**config.mk**
```make
export PLATFORM = sky130hd
export DESIGN_NAME = npu_vec_engine
export DESIGN_NICKNAME = d
export VERILOG_FILES = /design/src/rtl/npu_vec_engine.sv
export SDC_FILE = /design/constraint.sdc
export NUM_CORES = 2
export LEC_CHECK = 0
export CORE_UTILIZATION = 62
export DETAILED_ROUTE_END_ITERATION = 10
export PLACE_DENSITY = 0.84
export SYNTH_ARGS = -nofsm -noshare
export SYNTH_HDL_FRONTEND = slang
export SYNTH_SLANG_ARGS = --single-unit
```
**constraint.sdc**
```tcl
create_clock -name clk -period 8.95 [get_ports clk]
set_input_delay 1.3425 -clock clk [delete_from_list [all_inputs] [get_ports clk]]
set_output_delay 1.3425 -clock clk [all_outputs]
set_load 0.02 [all_outputs]
```
**src/rtl/npu_vec_engine.sv**
```systemverilog
// npu_vec_engine: multi-lane dot-product engine with a built-in read sequencer.
// A shared feature vector and LANES weight vectors are streamed from synchronous
// memory. Each lane's biased sum is requantised (shift, optional ReLU, saturate)
// and presented on a valid/ready output.
module npu_vec_engine #(
    parameter int unsigned LANES      = 4,
    parameter int unsigned DATA_WIDTH = 8,
    parameter int unsigned ACC_WIDTH  = 20,
    parameter int unsigned ADDR_WIDTH = 8
) (
    input  logic                          clk,
    input  logic                          rst,
    input  logic                          start,
    input  logic [ADDR_WIDTH-1:0]         cfg_feat_base,
    input  logic [ADDR_WIDTH-1:0]         cfg_w_base,
    input  logic [ADDR_WIDTH-1:0]         cfg_len,
    input  logic [4:0]                    cfg_shift,
    input  logic                          cfg_relu,
    input  logic [LANES*ACC_WIDTH-1:0]    cfg_bias,
    output logic                          mem_rd_en,
    output logic [ADDR_WIDTH-1:0]         mem_feat_addr,
    output logic [ADDR_WIDTH-1:0]         mem_w_addr,
    input  logic [DATA_WIDTH-1:0]         mem_feat_rdata,
    input  logic [LANES*DATA_WIDTH-1:0]   mem_w_rdata,
    output logic                          o_valid,
    input  logic                          o_ready,
    output logic [LANES*DATA_WIDTH-1:0]   o_data,
    output logic                          busy,
    output logic                          done
);

    localparam int unsigned PROD_WIDTH = 2 * DATA_WIDTH;

    localparam logic [2:0] S_IDLE = 3'd0;
    localparam logic [2:0] S_RUN  = 3'd1;
    localparam logic [2:0] S_WAIT = 3'd2;
    localparam logic [2:0] S_OUT  = 3'd3;
    localparam logic [2:0] S_DONE = 3'd4;

    typedef logic signed [ACC_WIDTH-1:0]  acc_t;
    typedef logic signed [PROD_WIDTH-1:0] prod_t;

    localparam acc_t SAT_MAX = acc_t'({1'b0, {(DATA_WIDTH-1){1'b1}}});
    localparam acc_t SAT_MIN = ~SAT_MAX;

    logic [2:0]                   state, state_nxt;
    logic [ADDR_WIDTH-1:0]        cnt, cnt_nxt;
    logic [4:0]                   shift_q, shift_nxt;
    logic                         relu_q, relu_nxt;
    logic                         rd_en_nxt;
    logic [ADDR_WIDTH-1:0]        feat_addr_nxt, w_addr_nxt;
    logic                         rvalid;
    logic                         o_valid_nxt;
    logic [LANES*DATA_WIDTH-1:0]  o_data_nxt;
    logic                         busy_nxt, done_nxt;
    logic                         load_c;
    acc_t                         acc     [LANES];
    acc_t                         acc_nxt [LANES];
    prod_t                        prod    [LANES];

    // Shift, optional ReLU and saturation of one accumulator to DATA_WIDTH.
    function automatic logic [DATA_WIDTH-1:0] requant(input acc_t a, input logic [4:0] sh,
                                                      input logic relu);
        acc_t r;
        r = a >>> sh;
        if (relu && r[ACC_WIDTH-1]) r = '0;
        if (r > SAT_MAX)      r = SAT_MAX;
        else if (r < SAT_MIN) r = SAT_MIN;
        return r[DATA_WIDTH-1:0];
    endfunction

    assign load_c = (state == S_IDLE) && start;

    // Per-lane MAC: bias load on job start, accumulate while read data is valid.
    always_comb begin
        for (int i = 0; i < int'(LANES); i++) begin
            prod[i] = PROD_WIDTH'($signed(mem_feat_rdata))
                    * PROD_WIDTH'($signed(mem_w_rdata[i*DATA_WIDTH +: DATA_WIDTH]));
            if (load_c)      acc_nxt[i] = $signed(cfg_bias[i*ACC_WIDTH +: ACC_WIDTH]);
            else if (rvalid) acc_nxt[i] = acc[i] + ACC_WIDTH'(prod[i]);
            else             acc_nxt[i] = acc[i];
        end
    end

    // Next-state and registered-output logic of the job sequencer.
    always_comb begin
        state_nxt     = state;
        cnt_nxt       = cnt;
        shift_nxt     = shift_q;
        relu_nxt      = relu_q;
        rd_en_nxt     = 1'b0;
        feat_addr_nxt = mem_feat_addr;
        w_addr_nxt    = mem_w_addr;
        o_valid_nxt   = o_valid;
        o_data_nxt    = o_data;
        case (state)
            S_IDLE: begin
                if (start) begin
                    shift_nxt     = cfg_shift;
                    relu_nxt      = cfg_relu;
                    feat_addr_nxt = cfg_feat_base;
                    w_addr_nxt    = cfg_w_base;
                    if (cfg_len == '0) begin
                        state_nxt = S_WAIT;
                    end else begin
                        state_nxt = S_RUN;
                        rd_en_nxt = 1'b1;
                        cnt_nxt   = cfg_len - ADDR_WIDTH'(1);
                    end
                end
            end
            S_RUN: begin
                if (cnt == '0) begin
                    state_nxt = S_WAIT;
                end else begin
                    rd_en_nxt     = 1'b1;
                    cnt_nxt       = cnt - ADDR_WIDTH'(1);
                    feat_addr_nxt = mem_feat_addr + ADDR_WIDTH'(1);
                    w_addr_nxt    = mem_w_addr + ADDR_WIDTH'(1);
                end
            end
            S_WAIT: begin
                // The last read returns this cycle, so requantise the updated sums.
                state_nxt   = S_OUT;
                o_valid_nxt = 1'b1;
                for (int i = 0; i < int'(LANES); i++) begin
                    o_data_nxt[i*DATA_WIDTH +: DATA_WIDTH] = requant(acc_nxt[i], shift_q, relu_q);
                end
            end
            S_OUT: begin
                if (o_ready) begin
                    o_valid_nxt = 1'b0;
                    state_nxt   = S_DONE;
                end
            end
            S_DONE: begin
                state_nxt = S_IDLE;
            end
            default: begin
                state_nxt   = S_IDLE;
                o_valid_nxt = 1'b0;
            end
        endcase
        busy_nxt = (state_nxt != S_IDLE);
        done_nxt = (state_nxt == S_DONE);
    end

    // State, configuration, datapath and output registers.
    always_ff @(posedge clk or posedge rst) begin
        if (rst) begin
            state         <= S_IDLE;
            cnt           <= '0;
            shift_q       <= '0;
            relu_q        <= 1'b0;
            mem_rd_en     <= 1'b0;
            mem_feat_addr <= '0;
            mem_w_addr    <= '0;
            rvalid        <= 1'b0;
            o_valid       <= 1'b0;
            o_data        <= '0;
            busy          <= 1'b0;
            done          <= 1'b0;
            for (int i = 0; i < int'(LANES); i++) acc[i] <= '0;
        end else begin
            state         <= state_nxt;
            cnt           <= cnt_nxt;
            shift_q       <= shift_nxt;
            relu_q        <= relu_nxt;
            mem_rd_en     <= rd_en_nxt;
            mem_feat_addr <= feat_addr_nxt;
            mem_w_addr    <= w_addr_nxt;
            rvalid        <= mem_rd_en;
            o_valid       <= o_valid_nxt;
            o_data        <= o_data_nxt;
            busy          <= busy_nxt;
            done          <= done_nxt;
            for (int i = 0; i < int'(LANES); i++) acc[i] <= acc_nxt[i];
        end
    end

endmodule

```
==> flow_summary.toml <==
[status]
outcome = "complete, no violations"

[setup_path]
critPathCaptureType = "flop"
worstSetupPathType = "in2reg"
ff2ff_setup_slack_ns = 1.82
start_kind = "primary input"
required_ns = 9.33
worstPathArrival_ns = 8.90
cp_max_fo = 15

[place]
gp_congestion = 0.984
io_buffers = 205
hpwl_mm = 72.8

[cts]
postCtsHoldBufs = 0
clock-sinks = 150
cts_buffer_depth = 2
cts_setup_buffers = 0
ctsResizeCount = 0
h-tree-depth = 4
cts_tree = "built"
cts_buffers = 17
cts-root-buf = "clkbuf_16"
clkTransAtPathRegs_ns = 0.08
clock_latency_ns = 0.52

[finish]
layout_common_cells = "inv_1, fa_1, nand2_1"
area_growth_pct = 13.2
fillCellCount = 3223
fin_util_pct = 71.7
layout-drive-gt1-share_pct = 7.52
fin_nets = 4084
final_common_cell = "inv_1"

[routing]
vias = 26000
ant_nets = 0
drt_iter0_markers = 3220
drt-pass1-iter-count = 9
drt-total-wl_mm = 93.7
wl_per_cell_um = 23.5
drc = 0
vias_per_cell = 6.52

[synthesis]
synth.distinct_cells = 102
netlist_instances = 3229
synth_edf_count = 0
syn_area_per_cell_um2 = 8.52
async_reset_ff_share_pct = 100
ys_ff_latch = 150
yosysSeqAreaShare_pct = 13.6
ys.flop_type = "dfrtp_1"
syn_nets = 3922
syn_area_um2 = 27500
ys.warnings.count = 0

[floorplan]
start_util_pct = 63.3
die_area_um2 = 45200
core_um2 = 43500
ios = 206
fp.dieH_um = 213
num_rows = 76
die_x_um = 213

[worst_hold_path]
min_path_type = "reg2reg"

[grt]
grt_pass1_vias = 25900
grt_usage_pct = 42.8
grt_overflow = 0
grt_max_degree = 140
antenna_found_initial = 2
grt_pass1_wl_mm = 146

[flow_run]
drv_cap = 0

[sta]
final_max_slew_viol_count = 0
period_share_pct = 95.1
rsz0062_at_grt = "no"
worst_slew_pin_slew_ns = 1.14
layout_min_cycle_time_ns = 8.52
slew_headroom_pct = 23.1
setup_tns_ns = 0
setup_viol = 0
whs_ns = 0.400
fmax_mhz = 117
hold_viol = 0
clock_skew_ns = 0.0146
worst max-delay path: stages:
cell             delay (ns)
clkdlybuf4s50_1        0.62
buf_4                  0.25
and2_1                 0.24
buf_4                  0.27
fa_1                   0.46
inv_1                  0.09
fa_1                   0.45
fa_1                   0.55
inv_1                  0.05
fa_1                   0.45
ha_1                   0.29
ha_1                   0.22
or3_1                  0.40
o211ai_1               0.33
mux2_2                 0.40
nor2_1                 0.17
mux4_2                 0.25
nand2b_1               0.12
a21boi_0               0.57
mux2i_1                0.17
or4b_4                 0.59
o31ai_4                0.44
o22ai_1                0.17
routing by layer:
layer / vias to the layer above / global-route usage, % / part of all wire [%]
li1: 11300 / - / -
met1: 12800 / 60.0 / 41
met2: 1698 / 64.0 / 44
met3: 246 / 9.01 / 11
met4: 0 / 18.2 / 4.0
met5: - / 0 / 0
area by class of cell:
type | count | area, µm² | area share (%)
antenna | 3 | 7.51 | 0.0241
clock buffer | 17 | 425 | 1.37
clock inverter | 15 | 205 | 0.659
inverter | 453 | 1710 | 5.48
multi-input combinational | 2450 | 21300 | 68.5
sequential | 150 | 3760 | 12.1
tap | 585 | 732 | 2.35
timing repair buffer | 319 | 2970 | 9.54
stage by stage:
| step | instance area, µm² | setup WS [ns] | instances |
|---|---|---|---|
| floorplan | 27500 | 0.956 | 3229 |
| global placement | 30500 | 0.277 | 3957 |
| detailed placement | 30500 | 0.102 | 3957 |
| CTS | 31100 | 0.634 | 3989 |
| global route | 31100 | 0.147 | 3991 |
| finish | 31100 | 0.434 | 3992 |
sequential cells by signal, indices dropped and copies added (netlist names), 3 cells and up:
register / flops
o_data: 32
acc: 80
mem_w_addr: 8
cnt: 8
shift_q: 5
state: 3
mem_feat_addr: 8
cells by family (layout without fill, tap and decap cells):
| family | after synthesis | count (layout) | synth area share [%] |
|---|---|---|---|
| fa+ha+maj | 539 | 539 | 34.1 |
| compound gates | 764 | 764 | 18.7 |
| flops | 150 | 150 | 13.6 |
| buf+inv | 629 | 804 | 8.89 |
| xor+xnor | 50 | 50 | 1.64 |
| mux | 133 | 133 | 6.09 |
| other cells | 0 | 3 | 0 |
| simple gates | 964 | 964 | 16.9 |
final timing paths:
path	from	end	depth (start not counted)
worst max-delay path	mem_feat_rdata[7]	o_data[3]$_DFFE_PP0P_	23
worst min-delay path	mem_rd_en$_DFF_PP0_	rvalid$_DFF_PP0_	0
worst max register to register	acc[66]$_DFF_PP0_	o_data[3]$_DFFE_PP0P_	22
worst min register to register	mem_rd_en$_DFF_PP0_	rvalid$_DFF_PP0_	0
max in group asynchronous	rst	acc[43]$_DFF_PP0_	3
min in group asynchronous	rst	o_data[27]$_DFFE_PP0P_	2
synth_stat cells (all sizes together), types with 24 or more instances:
cell / number / area, µm²
a211oi: 54 / 420
a21o: 26 / 195
a21oi: 179 / 915
a31oi: 37 / 246
and2: 142 / 891
and3: 29 / 186
buf: 59 / 305
clkbuf: 117 / 439
dfrtp: 150 / 3750
fa: 352 / 7050
ha: 187 / 2340
inv: 448 / 1680
mux2i: 87 / 887
mux4: 24 / 541
nand2: 342 / 1290
nand2b: 26 / 163
nand3: 48 / 255
nor2: 212 / 796
nor3: 51 / 267
o211ai: 36 / 270
o21a: 25 / 188
o21ai: 175 / 876
o22ai: 31 / 194
xnor2: 35 / 307
Power is not shown: default switching activity piles up to over one toggle a cycle in this logic, so the estimate is an artifact.
